===== src/rtl/ring_phase_monitor.sv =====
// Ring counter watchdog: checks one-hot rotation of the ring bus, reports phase,
// lock status, revolution ticks and step errors. All outputs are registered.
module ring_phase_monitor #(
    parameter int W           = 4,
    parameter int ROT_LEFT    = 1,
    parameter int LOCK_CYCLES = 4,
    parameter int REV_W       = 8,
    parameter int ERR_W       = 4,
    localparam int PW         = $clog2(W)
) (
    input  logic             clk,
    input  logic             reset,
    input  logic             clr,
    input  logic [W-1:0]     ring_in,
    output logic [PW-1:0]    phase,
    output logic             onehot_ok,
    output logic             locked,
    output logic             rev_tick,
    output logic [REV_W-1:0] rev_count,
    output logic             step_err,
    output logic [ERR_W-1:0] err_count
);

    localparam int GW = $clog2(LOCK_CYCLES + 1);

    typedef enum logic [1:0] {IDLE, TRACK, LOCKED} state_t;

    state_t           state, state_d;
    logic [GW-1:0]    good_cnt, good_cnt_d;
    logic [W-1:0]     prev;
    logic [W-1:0]     expected;
    logic             sample_oh, good;
    logic [PW-1:0]    phase_enc, phase_d;
    logic             rev_tick_d, step_err_d;
    logic [REV_W-1:0] rev_count_d;
    logic [ERR_W-1:0] err_count_d;

    assign expected  = (ROT_LEFT != 0) ? {prev[W-2:0], prev[W-1]} : {prev[0], prev[W-1:1]};
    assign sample_oh = $onehot(ring_in);
    assign good      = sample_oh && (ring_in == expected);

    always_comb begin
        phase_enc = '0;
        for (int unsigned i = 0; i < W; i++) begin
            if (ring_in[i]) phase_enc = PW'(i);
        end
    end

    // State register (clr acts as a synchronous reset of everything)
    always_ff @(posedge clk or negedge reset) begin
        if (!reset) begin
            state    <= IDLE;
            good_cnt <= '0;
        end else if (clr) begin
            state    <= IDLE;
            good_cnt <= '0;
        end else begin
            state    <= state_d;
            good_cnt <= good_cnt_d;
        end
    end

    // Next-state logic
    always_comb begin
        state_d    = state;
        good_cnt_d = good_cnt;
        case (state)
            IDLE: begin
                if (sample_oh) begin
                    state_d    = TRACK;
                    good_cnt_d = '0;
                end
            end
            TRACK: begin
                if (good) begin
                    good_cnt_d = good_cnt + 1'b1;
                    if (good_cnt == GW'(LOCK_CYCLES - 1)) state_d = LOCKED;
                end else begin
                    good_cnt_d = '0;
                    state_d    = sample_oh ? TRACK : IDLE;
                end
            end
            LOCKED: begin
                if (!good) begin
                    good_cnt_d = '0;
                    state_d    = sample_oh ? TRACK : IDLE;
                end
            end
            default: begin
                state_d    = IDLE;
                good_cnt_d = '0;
            end
        endcase
    end

    // Output logic: next values of the registered outputs
    always_comb begin
        phase_d     = sample_oh ? phase_enc : '0;
        rev_tick_d  = (state == LOCKED) && good && ring_in[0];
        step_err_d  = (state == LOCKED) && !good;
        rev_count_d = rev_count + REV_W'(rev_tick_d);
        err_count_d = err_count;
        if (step_err_d && (err_count != '1)) err_count_d = err_count + 1'b1;
    end

    always_ff @(posedge clk or negedge reset) begin
        if (!reset) begin
            prev      <= '0;
            phase     <= '0;
            onehot_ok <= 1'b0;
            locked    <= 1'b0;
            rev_tick  <= 1'b0;
            rev_count <= '0;
            step_err  <= 1'b0;
            err_count <= '0;
        end else if (clr) begin
            prev      <= '0;
            phase     <= '0;
            onehot_ok <= 1'b0;
            locked    <= 1'b0;
            rev_tick  <= 1'b0;
            rev_count <= '0;
            step_err  <= 1'b0;
            err_count <= '0;
        end else begin
            prev      <= ring_in;
            phase     <= phase_d;
            onehot_ok <= sample_oh;
            locked    <= (state_d == LOCKED);
            rev_tick  <= rev_tick_d;
            rev_count <= rev_count_d;
            step_err  <= step_err_d;
            err_count <= err_count_d;
        end
    end

endmodule


===== config.mk =====
export PLATFORM = sky130hd
export DESIGN_NAME = ring_phase_monitor
export DESIGN_NICKNAME = d
export VERILOG_FILES = /design/src/rtl/ring_phase_monitor.sv
export SDC_FILE = /design/constraint.sdc
export NUM_CORES = 1
export LEC_CHECK = 0
export ABC_CLOCK_PERIOD_IN_PS = 2400
export CAP_MARGIN = 20
export CORE_MARGIN = 2
export CORE_UTILIZATION = 51
export CTS_BUF_LIST = sky130_fd_sc_hd__clkbuf_4 sky130_fd_sc_hd__clkbuf_8 sky130_fd_sc_hd__clkbuf_16
export DETAILED_ROUTE_END_ITERATION = 6
export PLACE_DENSITY = 0.78
export SKIP_LAST_GASP = 1
export SLEW_MARGIN = 20
export SYNTH_ARGS = -nofsm -noshare
export SYNTH_HDL_FRONTEND = slang
export SYNTH_SLANG_ARGS = --single-unit

===== constraint.sdc =====
create_clock -name clk -period 2.4 [get_ports clk]
set_input_delay 0.72 -clock clk [delete_from_list [all_inputs] [get_ports clk]]
set_output_delay 0.72 -clock clk [all_outputs]
set_load 0.02 [all_outputs]

==> impl_metrics.tcl, run 1 <==
set metrics [dict create \
    clock_skew_ns 0.00282 \
    ys_seq_area_frac 0.484 \
    cts_buffer_depth 2 \
    synth_area_um2 1400 \
    worstPathRequired_ns 2.68 \
    drc 0 \
    yosysMostFrequentCell "dfrtp_1" \
    fin_util 0.780 \
    hold_viol 0 \
    slew_headroom 0.775 \
    cp_slowest_stage_delay_ns 0.53 \
    syn_nets 149 \
    diodes 0 \
    grt_pass1_vias 1255 \
    synth_area_leader_cell "dfrtp_1" \
    ys_types 38 \
    via_per_inst 5.67 \
    yosys-top-cells-area "dfrtp_1 (48%), ha_1 (6.3%), nor2_1 (4.6%)" \
    async_flop_share 1.00 \
    wl_per_cell_um 15.5 \
    area_growth_pct 42.3 \
    stdcell_count 210 \
    status "finished with violations" \
    grt_overflow 0 \
    grt_pass1_wl_um 5570 \
    peakVddDrop_mv 0.525 \
    num_vias 1191 \
    critPathBufInv 3 \
    initial_core_util 0.548 \
    maxSlewViolCount 0 \
    setup_violations 14 \
    ant_nets 0 \
    worstPathArrival_ns 3.07 \
    cp_max_fo 3 \
    multiInputGateArea_um2 764 \
    io_buffers 24 \
    grt_usage 0.224 \
    die_area_um2 3170 \
    fin_ws_ns -0.385 \
    boundaryPins 25 \
    max_freq_ghz 0.359 \
    cp_top_family "adder cells" \
    synth_top_area_share 0.484 \
    cts_tree "built" \
    core-area_um2 2540 \
    cts_buffers 3 \
    register_area_um2 676 \
    cts.sinks 27 \
    tightest_slew_ns 0.337 \
    die_height_um 56.3 \
    row_count 18 \
    fin_crit_sh 1.16 \
    r2r_slack_ns 0.59 \
    yosysWarnings 0 \
    syn_inst 134 \
    dp_cells 198 \
    power_leakage_uw 0.000898 \
    synth.ff_latch_count 27 \
    fin_crit_ns 2.79 \
    antenna_found_initial 0 \
    fill_cells 170 \
    cts_root_buffer "clkbuf_4" \
    holdBufCountCts 0 \
    hold_path.class "reg -> reg" \
    dr.pass1.iters 4 \
    hpwl_um 2310 \
    routed_wl_um 3250 \
    synth.avg_cell_area_um2 10.4 \
    drtIter0Drc 13 \
    drv_cap 0 \
    yosys_most_used_dff "dfrtp_1" \
    startpoint_type "primary input" \
    violations "setup timing" \
    die_x_um 56.3 \
    ys_top_cells_by_count "dfrtp_1 (27), nor2_1 (17), inv_1 (10)" \
    slowest_stage "fa_1" \
    critPathKind "in -> reg" \
    drive_gt1_frac 0.300 \
    place_congestion 0.858 \
    endpoint_kind "flop" \
    cts_htree_levels 1 \
    clk_pin_slew_ns 0.14 \
    grt_setup_unrepaired "yes" \
    crit_path_cell_trace "buf_12, inv_12, fa_1, inv_1, ha_2, ha_4, nor3b_4, nand2_2, nor2_4, and3_4, ha_4, and3_4, nand3_2, xor2_1, nor2_1" \
    grt_max_degree 28 \
    power.density_nw_per_um2 441 \
    synth_edf_count 0 \
    clk_latency_ns 0.34 \
    worst_hold_slack_ns 0.523 \
    nNetsFinal 196 \
]
==> cell families (layout without fill, tap and decap cells) <==
group | Yosys count | count (layout) | share of synthesized area
adders and majority gates | 8 | 8 | 0.0771
and+or+nand+nor | 55 | 55 | 0.213
AOI/OAI and AO/OA | 19 | 19 | 0.109
buffers and inverters | 15 | 61 | 0.0538
xor gates and xnor gates | 10 | 10 | 0.0628
DFF | 27 | 27 | 0.484
==> flip-flops by register name, summed over array words and instances, names as in the netlist <==
register and count:
err_count 4, good_cnt 3, locked 1, onehot_ok 1, phase 2, prev 4
rev_count 8, rev_tick 1, state 2, step_err 1
==> what timing repair did <==
item                                    CTS  global route
cloned                                    0             0
endpoints found under the setup margin   23            21
resized for setup                        20            13
pin swaps                                10            11
hold endpoints to repair                  0             0
buffers inserted                          5             5
==> power by group <==
| part | internal [uW] | leakage, uW | switching, uW |
|---|---|---|---|
| clock network | 76.8 | 0.0000184 | 134 |
| logic | 95.9 | 0.000508 | 98.1 |
| registers | 464 | 0.000372 | 7.01 |
| total | 637 | 0.000898 | 240 |
==> path summary, 6_finish.rpt <==
check,from,depth (start not counted),to
max in group asynchronous,reset,2,prev[2]$_DFF_PN0_
min in group asynchronous,reset,2,rev_count[1]$_DFF_PN0_
hold / removal,good_cnt[2]$_DFFE_PN0P_,1,good_cnt[2]$_DFFE_PN0P_
hold reg to reg,good_cnt[2]$_DFFE_PN0P_,1,good_cnt[2]$_DFFE_PN0P_
setup reg to reg,prev[1]$_DFF_PN0_,9,rev_count[7]$_DFF_PN0_
setup / recovery,ring_in[0],15,rev_count[7]$_DFF_PN0_
==> metrics by stage <==
stage / setup WS, ns / total power, uW / setup TNS (ns) / instance area (um^2)
final: -0.385 / 877 / -3.21 / 1990
after global routing: -0.474 / 911 / -4.30 / 1990
after CTS: -0.516 / 850 / -4.18 / 1910
after detailed placement: -1.28 / 634 / -22.12 / 1820
after global placement: -1.22 / 629 / -20.80 / 1820
after floorplan: -0.726 / 566 / -6.06 / 1470
==> placed cells by master, fill, tap and decap left out, types with 4 or more instances in the layout <==
| master | count |
|---|---|
| buf_6 | 4 |
| buf_4 | 19 |
| xnor2_1 | 6 |
| xor2_1 | 4 |
| clkdlybuf4s50_1 | 21 |
| inv_1 | 7 |
| and3_1 | 4 |
| o211ai_1 | 4 |
| dfrtp_1 | 27 |
| nand3_1 | 5 |
| nand2_1 | 6 |
| nor2_1 | 16 |
| clkbuf_4 | 4 |
==> final cells by class <==
| class | instances | share of cell area |
|---|---|---|
| Timing Repair Buffer | 47 | 0.216 |
| Tap cell | 30 | 0.0189 |
| Clock buffer | 4 | 0.0151 |
| Sequential cell | 27 | 0.340 |
| Multi-Input combinational cell | 92 | 0.385 |
| Inverter | 10 | 0.0252 |
==> metal layers <==
layer,global-route usage,share of wire,vias up
met3,0.0300,0.051,7
met5,0,0,-
met4,0.0952,0.019,0
li1,-,-,563
met2,0.395,0.52,46
met1,0.272,0.41,575
Note: power is estimated with default switching activity, not from simulation.
==> inputs of run 2 (changes only) <==
ABC_CLOCK_PERIOD_IN_PS = 3330   (was 2400)
CELL_PAD_IN_SITES_DETAIL_PLACEMENT = 0   (was default)
CELL_PAD_IN_SITES_GLOBAL_PLACEMENT = 1   (was default)
CORE_UTILIZATION = 25   (was 51)
PLACE_DENSITY = default   (was 0.78)
PLACE_DENSITY_LB_ADDON = 0.1   (was default)
clock period = 3.33 ns   (was 2.4 ns; I/O delays follow)
==> run 2 against run 1 <==
Net effect: the flow now finishes without violations; die area is 95% higher; count of clock-buffer cells in the layout is the same; hold slack lost 0.024 ns; sequential share of layout area is 0.28 points higher; non-clock buffer count shrank 5; worst setup slack better by 0.52 ns; utilization decreased by 42 points; sequential power decreased by 28%; critical path depth unchanged; register-to-register slack improved by 0.97 ns; flip-flop and latch count did not move; largest cell class unchanged; largest power group unchanged.
==> impl_metrics.tcl, run 2 (synthesis gave the netlist of run 1 again) <==
set metrics [dict create \
    clock_skew_ns 0.00794 \
    grt_max_degree 28 \
    largest_reg_flops 8 \
    antenna_found_initial 0 \
    cts_tree "built" \
    cts.sinks 27 \
    maxSlewViolCount 0 \
    clk_latency_ns 0.27 \
    io_buffers 24 \
    clk_pin_slew_ns 0.10 \
    worst_hold_slack_ns 0.499 \
    hold_viol 0 \
    fin_util 0.362 \
    row_count 27 \
    fin_crit_ns 3.19 \
    worstPathRequired_ns 3.54 \
    crit_path_cell_trace "clkdlybuf4s15_2, inv_2, fa_1, inv_2, ha_4, ha_4, nor3b_4, nand2_2, nor2_4, and3_4, ha_4, and3_4, nand3_2, xor2_1, nor2_1" \
    worstPathArrival_ns 3.40 \
    area_growth_pct 41.2 \
    tns_ns 0 \
    peakVddDrop_mv 0.137 \
    place_area_um2 1870 \
    die_area_um2 6190 \
    boundaryPins 25 \
    wl_per_cell_um 13.4 \
    max_freq_ghz 0.313 \
    startpoint_type "primary input" \
    r2r_slack_ns 1.56 \
    drtIter0Drc 55 \
    die_x_um 78.7 \
    critical_path.startpoint "ring_in[1]" \
    cts_buffers 3 \
    ant_nets 0 \
    cts_root_buffer "clkbuf_8" \
    grt_usage 0.118 \
    rr_worst_depth 9 \
    dr.pass1.iters 4 \
    endpoint "rev_count[5]$_DFF_PN0_" \
    tightest_slew_ns 0.418 \
    initial_core_util 0.256 \
    diodes 0 \
    endpoint_kind "flop" \
    final_common_cell "dfrtp_1" \
    cp_common_cell "ha_4" \
    drive_gt1_frac 0.246 \
    cts_htree_levels 1 \
    nNetsFinal 191 \
    slowest_stage "fa_1" \
    via_per_inst 4.49 \
    p_total_uw 656 \
    grt_pass1_vias 1207 \
    num_vias 1108 \
    hold_path.class "reg -> reg" \
    routed_wl_um 3300 \
    grt_overflow 0 \
    power.density_nw_per_um2 333 \
    hpwl_um 2400 \
    reg_top3 "rev_count: 8 flops, err_count: 4 flops, prev: 4 flops" \
    worstReg2RegEnd "rev_count[5]$_DFF_PN0_" \
    cts_buffer_depth 2 \
    mostFrequentLayoutCells "dfrtp_1 (27), clkdlybuf4s50_1 (21), buf_4 (17)" \
    holdBufCountCts 0 \
    rr_startpoint "prev[1]$_DFF_PN0_" \
    critPathKind "in -> reg" \
    status "complete, no violations" \
    drv_cap 0 \
    setup_violations 0 \
    fill_cells 555 \
    cp_max_fo 3 \
    place_congestion 0.783 \
    cp_slowest_stage_delay_ns 0.51 \
    drc 0 \
    die_height_um 78.7 \
    largest-register "rev_count" \
    core-area_um2 5440 \
    fin_crit_sh 0.959 \
    slew_headroom 0.721 \
    power_leakage_uw 0.000858 \
    final_area_um2 1970 \
    grt_pass1_wl_um 5790 \
]
run 2: routing by layer:
metal  part of all wire  vias up  GRT usage
met4             0.0076        0     0.0368
met1               0.45      529      0.152
li1                   -      548          -
met5                  0        -          0
met2               0.50       29      0.208
met3              0.042        2     0.0148
run 2: stage by stage:
| step | std cells | setup WS, ns |
|---|---|---|
| after floorplan | 134 | -0.102 |
| after global placement | 241 | -0.595 |
| after detailed placement | 241 | -0.628 |
| after CTS | 247 | 0.00402 |
| after global routing | 247 | -0.0111 |
| final | 247 | 0.137 |
run 2: worst max-delay path, delay by kind of cell:
family	cells	cell delay, ns
XOR/XNOR	1	0.14
buffers and inverters	3	0.30
AND/OR/NAND/NOR	7	0.95
adder cells (fa/ha/maj)	4	1.01
run 2: worst min-delay path by stage:
stage | startpoint | endpoint | slack, ns | cells after the start
global route | good_cnt[2]$_DFFE_PN0P_ | good_cnt[2]$_DFFE_PN0P_ | 0.52 | 1
floorplan | good_cnt[2]$_DFFE_PN0P_ | good_cnt[2]$_DFFE_PN0P_ | 0.46 | 1
finish | good_cnt[2]$_DFFE_PN0P_ | good_cnt[2]$_DFFE_PN0P_ | 0.50 | 1
CTS | good_cnt[2]$_DFFE_PN0P_ | good_cnt[2]$_DFFE_PN0P_ | 0.50 | 1
detailed placement | good_cnt[2]$_DFFE_PN0P_ | good_cnt[2]$_DFFE_PN0P_ | 0.48 | 1
global placement | good_cnt[2]$_DFFE_PN0P_ | good_cnt[2]$_DFFE_PN0P_ | 0.48 | 1
run 2: cell type report:
type	count	area, um^2	share of cell area
Multi-Input combinational cell	92	722	0.367
Sequential cell	27	676	0.343
Timing Repair Buffer	42	383	0.194
Tap cell	72	90.1	0.0457
Inverter	10	50.0	0.0254
Clock buffer	4	48.8	0.0248
run 2: where the power goes:
group          internal, uW  total, uW  switching (uW)
sequential              334        339            4.60
combinational          55.3        119            63.2
clock                  93.9        199             105
total                   484        656             173
run 2: timing repair:
action / 4_1_cts / 5_1_grt
gates resized for setup: 16 / 3
setup endpoints to repair: 10 / 5
pin swaps: 8 / 8
buffers inserted: 2 / 0
==> inputs of run 3 (changes only) <==
CORE_UTILIZATION = 43   (was 25)
==> run 3 against run 2 <==
Net effect: final area shrank 3.9%; count of clock-buffer cells in the layout unchanged; via count is 2.2% higher; critical path type unchanged.
==> impl_metrics.tcl, run 3 (synthesis gave the netlist of run 1 again) <==
set metrics [dict create \
    status "complete, no violations" \
    power_leakage_uw 0.000842 \
    area_growth_pct 35.7 \
    cts_tree "built" \
    cts_htree_levels 1 \
    tns_ns 0 \
    slew_headroom 0.697 \
    cts_buffers 3 \
    fin_crit_sh 0.967 \
    nNetsFinal 189 \
    dp_cells 211 \
    grt_overflow 0 \
    diodes 0 \
    routed_wl_um 3090 \
    core-area_um2 3080 \
    drv_cap 0 \
    grt_pass1_vias 1148 \
    largest_reg_flops 8 \
    cp_slowest_stage_delay_ns 0.48 \
    via_per_inst 5.22 \
    worstPathArrival_ns 3.45 \
    clk_latency_ns 0.33 \
    io_buffers 24 \
    dr.pass1.iters 4 \
    hold_viol 0 \
    r2r_slack_ns 1.49 \
    power.density_nw_per_um2 321 \
    cts.sinks 27 \
    num_vias 1132 \
    die_area_um2 3720 \
    fin_ws_ns 0.111 \
    critPathKind "in -> reg" \
    place_congestion 0.771 \
    clock_skew_ns 0.00433 \
    grt_pass1_wl_um 5150 \
    worstPathRequired_ns 3.56 \
    ant_nets 0 \
    tightest_slew_ns 0.453 \
    grt_max_degree 28 \
    stdcell_count 217 \
    hpwl_um 2260 \
    boundaryPins 25 \
    slowest_stage "fa_1" \
    endpoint "err_count[3]$_DFFE_PN0P_" \
    drive_gt1_frac 0.220 \
    endpoint_kind "flop" \
    largest-register "rev_count" \
    drtIter0Drc 52 \
    cts_root_buffer "clkbuf_4" \
    die_x_um 61.0 \
    initial_core_util 0.453 \
    grt_usage 0.186 \
    hold-path-cell-count 1 \
    fin_crit_ns 3.22 \
    rr_startpoint "prev[0]$_DFF_PN0_" \
    holdBufCountCts 0 \
    mostFrequentLayoutCells "dfrtp_1 (27), clkdlybuf4s50_1 (21), nor2_1 (16)" \
    die_height_um 61.0 \
    setup_violations 0 \
    crit_path_cell_trace "dlygate4sd2_1, buf_6, inv_12, fa_1, inv_2, ha_4, ha_4, nor3b_4, nand2_2, buf_4, buf_4, o2111a_1, or3_1" \
    startpoint_type "primary input" \
    preCtsSetupSlack_ns -0.603 \
    cp_max_fo 11 \
    worstReg2RegEnd "rev_count[7]$_DFF_PN0_" \
    antenna_found_initial 0 \
    row_count 20 \
    rr_worst_depth 9 \
    clk_pin_slew_ns 0.14 \
    peakVddDrop_mv 0.159 \
    hold_path.class "reg -> reg" \
    critical_path.startpoint "ring_in[0]" \
    reg_top3 "rev_count: 8 flops, err_count: 4 flops, prev: 4 flops" \
    maxSlewViolCount 0 \
    drc 0 \
    fin_util 0.615 \
    max_freq_ghz 0.311 \
    final_common_cell "dfrtp_1" \
    cts_buffer_depth 2 \
    wl_per_cell_um 14.2 \
]
[run 3: changes by cell type in the layout (fill, tap and decap cells not counted)]
cell,change
buf_4,-2
buf_6,-1
clkbuf_4,+3
clkbuf_8,-3
clkdlybuf4s15_2,-2
dlygate4sd2_1,+3
[run 3: per-stage QoR]
step | area, um^2 | hold slack (ns) | power, uW
2_1_floorplan | 1460 | 0.456 | 408
3_3_place_gp | 1820 | 0.474 | 452
3_5_place_dp | 1820 | 0.477 | 457
4_1_cts | 1870 | 0.512 | 607
5_1_grt | 1890 | 0.521 | 634
6_report | 1890 | 0.507 | 608
[run 3: timing repair]
action / 4_1_cts / 5_1_grt
pin swaps: 4 / 6
gates resized for setup: 8 / 3
setup buffers: 1 / 1
setup endpoints to repair: 8 / 6
cloned: 0 / 0
[run 3: critical path, delay by kind of cell]
family,cells,cell delay [ns]
and+or+nand+nor,3,0.65
AOI/OAI and AO/OA,1,0.23
adders and majority gates,3,0.85
buffers and inverters,6,0.72
[run 3: cell type report]
cell class / count / area (um^2)
inverters: 10 / 50.0
clock buffers: 4 / 30.0
well taps: 44 / 55.1
repair buffers: 40 / 360
flip-flops and latches: 27 / 676
fillers: 274 / 1180
multi-input cells: 92 / 722
[run 3: power by group]
group	internal, uW	switching [uW]
registers	335	4.90
clock network	55.2	97.7
logic	51.9	63.6
[run 3: metal layers]
metal / GRT usage / vias to the layer above / share of wire
met3: 0.0277 / 3 / 0.038
met2: 0.332 / 24 / 0.50
met1: 0.241 / 559 / 0.45
li1: - / 546 / -
met4: 0.0373 / 0 / 0.0068
met5: 0 / - / 0
[run 3: how the worst min path moves through the flow]
stage                             from                       to  slack [ns]
5_1_grt        good_cnt[2]$_DFFE_PN0P_  good_cnt[2]$_DFFE_PN0P_        0.52
3_3_place_gp   good_cnt[2]$_DFFE_PN0P_  good_cnt[2]$_DFFE_PN0P_        0.47
3_5_place_dp   good_cnt[2]$_DFFE_PN0P_  good_cnt[2]$_DFFE_PN0P_        0.48
6_report       good_cnt[2]$_DFFE_PN0P_  good_cnt[2]$_DFFE_PN0P_        0.51
4_1_cts        good_cnt[2]$_DFFE_PN0P_  good_cnt[2]$_DFFE_PN0P_        0.51
2_1_floorplan  good_cnt[2]$_DFFE_PN0P_  good_cnt[2]$_DFFE_PN0P_        0.46
